==> src/rtl/mul_operand_sequencer.sv <==
// rtl/mul_operand_sequencer.sv - operand capture, start issue and product hand-off for the multiplier core
//
// Purpose: takes A then B as two consecutive transfers on the shared operand bus,
// pulses mul_start to the core for one cycle, captures the core's full-width
// product and holds it behind a valid/ready handshake. One operation in flight.
//
// Optional feature macro: MUL_SEQ_TIMEOUT_EN
//   defined   - WAIT aborts after TIMEOUT cycles without mul_done: the output is
//               presented as zero with err_o set; err_o clears on the handshake.
//   undefined - no counter; err_o is constant 0 and WAIT waits indefinitely.
//
// Ports:
//   wb_clk_i, wb_rst_i        clock, asynchronous active-high reset
//   in_valid/in_data/in_ready operand input (1st transfer A, 2nd B)
//   a_o, b_o, mul_start       registered operands and start pulse to the core
//   mul_done, product_i       result strobe and product from the core
//   out_valid/out_data/out_ready  captured product to the consumer
//   busy                      any state other than IDLE
//   err_o                     operation aborted by timeout
module mul_operand_sequencer #(
    parameter int WIDTH   = 4,
    parameter int TIMEOUT = 15
) (
    input  logic                 wb_clk_i,
    input  logic                 wb_rst_i,
    input  logic                 in_valid,
    input  logic [WIDTH-1:0]     in_data,
    output logic                 in_ready,
    output logic [WIDTH-1:0]     a_o,
    output logic [WIDTH-1:0]     b_o,
    output logic                 mul_start,
    input  logic                 mul_done,
    input  logic [2*WIDTH-1:0]   product_i,
    output logic                 out_valid,
    output logic [2*WIDTH-1:0]   out_data,
    input  logic                 out_ready,
    output logic                 busy,
    output logic                 err_o
);

    typedef enum logic [2:0] {
        S_IDLE  = 3'd0,
        S_GET_B = 3'd1,
        S_ISSUE = 3'd2,
        S_WAIT  = 3'd3,
        S_HOLD  = 3'd4
    } state_t;

    state_t                 r_state;
    state_t                 w_next;
    logic                   w_timeout;
    logic [WIDTH-1:0]       r_a;
    logic [WIDTH-1:0]       r_b;
    logic                   r_mul_start;
    logic                   r_out_valid;
    logic [2*WIDTH-1:0]     r_out_data;

`ifdef MUL_SEQ_TIMEOUT_EN
    localparam int CW = $clog2(TIMEOUT + 1);

    logic [CW-1:0]          r_cnt;
    logic                   r_err;

    // Cleared during ISSUE so it reads 0 in the first WAIT cycle; the value
    // therefore equals the number of WAIT cycles already completed.
    always_ff @(posedge wb_clk_i or posedge wb_rst_i) begin
        if (wb_rst_i) begin
            r_cnt <= '0;
        end else if (r_state == S_ISSUE) begin
            r_cnt <= '0;
        end else if (r_state == S_WAIT) begin
            r_cnt <= r_cnt + CW'(1);
        end
    end

    // Expiry only matters when mul_done is absent; the datapath checks
    // mul_done first so a coincident result wins.
    assign w_timeout = (r_state == S_WAIT) && (r_cnt == CW'(TIMEOUT - 1));

    always_ff @(posedge wb_clk_i or posedge wb_rst_i) begin
        if (wb_rst_i) begin
            r_err <= 1'b0;
        end else if (r_state == S_WAIT) begin
            if (mul_done) begin
                r_err <= 1'b0;
            end else if (w_timeout) begin
                r_err <= 1'b1;
            end
        end else if (r_state == S_HOLD && out_ready) begin
            r_err <= 1'b0;
        end
    end

    assign err_o = r_err;
`else
    // TIMEOUT is inert without the counter; this comparison is constant false.
    assign w_timeout = (TIMEOUT < 0);
    assign err_o     = 1'b0;
`endif

    always_ff @(posedge wb_clk_i or posedge wb_rst_i) begin
        if (wb_rst_i) begin
            r_state <= S_IDLE;
        end else begin
            r_state <= w_next;
        end
    end

    always_comb begin
        w_next = r_state;
        case (r_state)
            S_IDLE:  if (in_valid)              w_next = S_GET_B;
            S_GET_B: if (in_valid)              w_next = S_ISSUE;
            S_ISSUE:                            w_next = S_WAIT;
            S_WAIT:  if (mul_done || w_timeout) w_next = S_HOLD;
            S_HOLD:  if (out_ready)             w_next = S_IDLE;
            default:                            w_next = S_IDLE;
        endcase
    end

    always_ff @(posedge wb_clk_i or posedge wb_rst_i) begin
        if (wb_rst_i) begin
            r_a         <= '0;
            r_b         <= '0;
            r_mul_start <= 1'b0;
            r_out_valid <= 1'b0;
            r_out_data  <= '0;
        end else begin
            // Set on the edge that accepts B, so the pulse covers exactly the ISSUE cycle.
            r_mul_start <= (r_state == S_GET_B) && in_valid;
            case (r_state)
                S_IDLE: if (in_valid) r_a <= in_data;
                S_GET_B: if (in_valid) r_b <= in_data;
                S_WAIT: begin
                    if (mul_done) begin
                        r_out_data  <= product_i;
                        r_out_valid <= 1'b1;
                    end else if (w_timeout) begin
                        r_out_data  <= '0;
                        r_out_valid <= 1'b1;
                    end
                end
                S_HOLD: if (out_ready) r_out_valid <= 1'b0;
                default: ;
            endcase
        end
    end

    assign in_ready  = (r_state == S_IDLE) || (r_state == S_GET_B);
    assign busy      = (r_state != S_IDLE);
    assign a_o       = r_a;
    assign b_o       = r_b;
    assign mul_start = r_mul_start;
    assign out_valid = r_out_valid;
    assign out_data  = r_out_data;

endmodule
==> config.mk <==
export PLATFORM = sky130hd
export DESIGN_NAME = mul_operand_sequencer
export DESIGN_NICKNAME = d
export VERILOG_FILES = /design/src/rtl/mul_operand_sequencer.sv
export SDC_FILE = /design/constraint.sdc
export NUM_CORES = 1
export LEC_CHECK = 0
export ABC_AREA = 0
export CAP_MARGIN = 20
export CORE_MARGIN = 2
export CORE_UTILIZATION = 43
export CTS_CLUSTER_DIAMETER = 100
export DETAILED_ROUTE_END_ITERATION = 10
export GPL_TIMING_DRIVEN = 0
export PLACE_DENSITY = 0.81
export SLEW_MARGIN = 20
export SYNTH_ARGS = -nofsm -noshare
export SYNTH_HDL_FRONTEND = slang
export SYNTH_SLANG_ARGS = --single-unit
==> constraint.sdc <==
create_clock -name wb_clk_i -period 3.2 [get_ports wb_clk_i]
set_input_delay 0.48 -clock wb_clk_i [delete_from_list [all_inputs] [get_ports wb_clk_i]]
set_output_delay 0.48 -clock wb_clk_i [all_outputs]
set_load 0.005 [all_outputs]
Yosys cells after proc, flatten, opt, wreduce, memory -nomap -nowiden
Cells that the tools add are included.
{"block": "word_totals", "ff_bits": 21, "input_bits": 17}
{"block": "classes", "eq_ne": 8, "reduce_logical": 10, "muxes": 8}
{"cell": "$pmux W3 S5", "n": 1}
{"cell": "$mux W3", "n": 4}
{"cell": "$ne A2 B2 Y1 const B", "n": 4}
{"cell": "$eq A3 B2 Y1 const B", "n": 2}
{"cell": "$reduce_and A2 Y1", "n": 3}
{"cell": "$reduce_and A4 Y1", "n": 1}
{"cell": "$eq A3 B1 Y1 const B", "n": 1}
{"cell": "$eq A3 B3 Y1 const B", "n": 1}
{"cell": "$logic_not A3 Y1", "n": 1}
{"cell": "$reduce_and A3 Y1", "n": 1}
{"cell": "$reduce_bool A3 Y1", "n": 1}
{"cell": "$mux W1", "n": 2}
{"cell": "$pmux W1 S2", "n": 1}
{"cell": "$reduce_bool A2 Y1", "n": 1}
{"cell": "$logic_and A1 B1 Y1", "n": 1}
{"cell": "$logic_or A1 B1 Y1", "n": 1}

Depth between registers and ports, before layout
{"block": "logic_depth", "depth_word": 3, "depth_mapped": 5}

Worst setup path after synthesis
OpenSTA, ideal clock, no wires.
{"block": "synth_timing", "path_type": "register to register", "from": "register r_state[1]", "to": "register r_a[0], in the netlist a_o[0]", "required_ns": 3.075, "path_slack_ns": 1.754, "arrival_time_ns": 1.321, "path_stages_with_launch": 5, "cell_sequence": "dfrtp_1 buf_6 or3_4 nor2_8 mux2_4"}
{"block": "synth_via", "elab_chain_len": 2}
{"item": "start, declared", "line": "49", "text": "state_t r_state;"}
{"item": "start signal, assigned", "line": "105", "text": "r_state <= w_next;"}
{"item": "$logic_not A3 Y1", "line": "131", "text": "case (r_state)"}
{"item": "$reduce_and A2 Y1 (no line)"}
{"item": "end signal, assigned", "line": "132", "text": "S_IDLE: if (in_valid) r_a <= in_data;"}
{"item": "end, declared", "line": "52", "text": "logic [WIDTH-1:0] r_a;"}
Every way passes these cells.
A chain may end at the register's enable or synchronous reset.

Worst setup path after layout
{"block": "layout_timing", "from": "register r_state[1]", "to": "output port busy"}
{"block": "layout_via", "elab_chain_len": 1}
{"item": "$reduce_bool A3 Y1", "line": "150", "text": "assign busy = (r_state != S_IDLE);"}
{"item": "end, declared", "line": "37", "text": "output logic busy,"}
Every way passes these cells.

==> metrics.txt <==
global-route wire length before repair approximately 2.8 mm; Sw Pwr ~0.33 mW; sequential power share 0.390; Setup crit end kind output port; Via density 4.81; core box area 0.00194 mm^2; top-level port count 38; largest cells by area after synthesis dfrtp_1, mux2_2, mux2_4; overall power 1.17 mW; initial antenna violation count 0; Die Wd roughly 49 um; Yosys top cell area share 0.595; drt first-iter violations 2; Worst-Margin Slew 0.746 ns; synth-to-layout area growth 47.6%; clock network power share 0.104; Clk pin slew, worst setup/hold paths 0.11 ns; Inserted Clock Buffers 3; Place WS 1.36 ns; post-synthesis cell count 61; chip height 49.3 um; placed cell area 0.00128 mm^2; CTS tree done; Sw Share 0.280; Avg WL per Cell 12.6 um; cells along the critical path buf_6, or3_4, clkdlybuf4s50_1; status finished, final reports clean; Required @ worst endpoint 2.72 ns; Slew HR 0.502; FP Rows 16; Remaining Overflow, GRT 0; Worst Clk Skew 0.00415 ns; CP peak stage delay 0.46 ns; synth warn 0; Comb pwr share 0.506; largest net degree at the start of global routing 22; die area around 0.0024 mm^2; family with the most delay on the worst path buffers and inverters; CP startpoint kind flip-flop; CTS H-tree depth 1; Netlist Area Pre-Place 883 um^2; largest area contributor in the netlist dfrtp_1; Min Hold Slack 0.515 ns; routed wire length 1.61 mm; Final Cycle Share 0.675; Yosys cell types 20; # DRC 0; Pwr per Cell Area 900 mW/mm^2; Max Slew Vio Count 0; final core utilization 0.671; CTS Sinks 21; hold buffers post-CTS 0; Synthesized Nets 78; Detail Route Antenna Nets 0; CP max stage cell clkdlybuf4s50_1; Final GP Congestion 0.712; Seq cells post-synth 21; cell area after layout about 0.0013 mm^2; Int Pwr 0.844 mW; worst-path fanout max 8; met1 Use GR 0.172; Post-Layout Cell Count 128; ANT cells 0; M3 GR Usage 0.0429; VDD IR max 0.551 mV; worst hold path class reg -> reg; final setup violation count 0; RSZ-0062 raised after global routing no; All-Layer GR Usage 0.149; PortBufs 36; min Tclk post-route 2.16 ns; busiest grt layer met2; Max Root-Sink Buffers 2; critical path depth 3; final worst slack around 1.0 ns; Max Freq 0.463 GHz; NumNets Final around 120; GRT met2 Usage 0.259; worst reg2reg path depth 4; post-CTS setup buffer count 0; post-synthesis area per instance 14.5 um^2; total placed cells including tap cells roughly 120; Leakage between 0.5 and 0.6 nW; worst path bufs/invs 2; clk root buf clkbuf_4; commonest non-fill, non-tap cell in the layout clkdlybuf4s50_1; Pre-Repair DR Iteration Count 2; worst hold stages 1; max-cap violation count 0; final hold vios 0; share of layout cells above drive strength 1 0.257; Seq/Total Area, Yosys 0.595; commonest non-fill, non-tap cells in the layout clkdlybuf4s50_1, dfrtp_1, mux2_2, inv_1, mux2_4; Crit Path Class reg -> out; Initial Util 0.455; CTS resizes 0; HPWL after DPL roughly 1.3 mm; vias 616; setup TNS 0 ns; Skew-Pair Late Insertion Delay between 0.2 and 0.3 ns; fillcell total ~160; Arr. time, crit path ~1.7 ns; number of global-route vias before repair roughly 660
power by group through the flow:
stage / clock [mW] / sequential [mW] / combinational (mW)
after floorplan: 0 / 0.468 / 0.273
after global placement: 0 / 0.456 / 0.585
after detailed placement: 0 / 0.465 / 0.600
after CTS: 0.128 / 0.460 / 0.604
after global routing: 0.138 / 0.477 / 0.643
final: 0.122 / 0.457 / 0.594
layout make-up:
| cell class | count | area (um^2) | area share |
|---|---|---|---|
| multi-input cells | 32 | 314 | 0.241 |
| inverters | 4 | 15.0 | 0.0115 |
| well taps | 27 | 33.8 | 0.0259 |
| repair buffers | 36 | 360 | 0.276 |
| flip-flops and latches | 21 | 526 | 0.403 |
| plain buffers | 4 | 28.8 | 0.0221 |
| clock buffers | 4 | 26.3 | 0.0202 |
cell usage after synthesis, drive strengths merged:
| master | number |
|---|---|
| o41ai | 2 |
| nand4 | 1 |
| nand2b | 1 |
| buf | 3 |
| dfrtp | 21 |
| nor2 | 2 |
| mux2 | 16 |
| nand3b | 1 |
| inv | 4 |
| nand2 | 3 |
| or3 | 1 |
| a21oi | 2 |
| and3 | 1 |
| conb | 1 |
| xor2 | 1 |
| clkbuf | 1 |
state kept, by name (all words and copies together) (netlist names):
signal	cells
out_data	8
a_o	4
b_o	4
r_state	3
mul_start	1
out_valid	1
metal layers:
layer | part of all wire | vias to the layer above
li1 | - | 285
met1 | 0.41 | 305
met2 | 0.50 | 24
met3 | 0.079 | 2
met4 | 0.0050 | 0
met5 | 0 | -
worst register-to-register path, cell delays in order (launching register included):
cell	delay (ns)
dfrtp_1	0.39
buf_6	0.13
or3_4	0.42
nor2_8	0.14
mux2_4	0.31
path summary, 6_finish.rpt:
kind | end | startpoint | slack, ns
max | busy | r_state[1] | 1.04
min | out_data[6] | out_data[6] | 0.51
max reg2reg | a_o[1] | r_state[1] | 1.71
min reg2reg | out_data[6] | out_data[6] | 0.51
max in group asynchronous | a_o[1] | wb_rst_i | 2.13
min in group asynchronous | a_o[0] | wb_rst_i | 0.60
cells by family after synthesis:
family / after synthesis / synth area share
mux: 16 / 0.221
other cells: 1 / 0.00425
flops: 21 / 0.595
buf+inv: 8 / 0.0496
compound gates: 4 / 0.0312
xor+xnor: 1 / 0.00992
simple gates: 10 / 0.0892
Power figures use the tool's default switching activity.
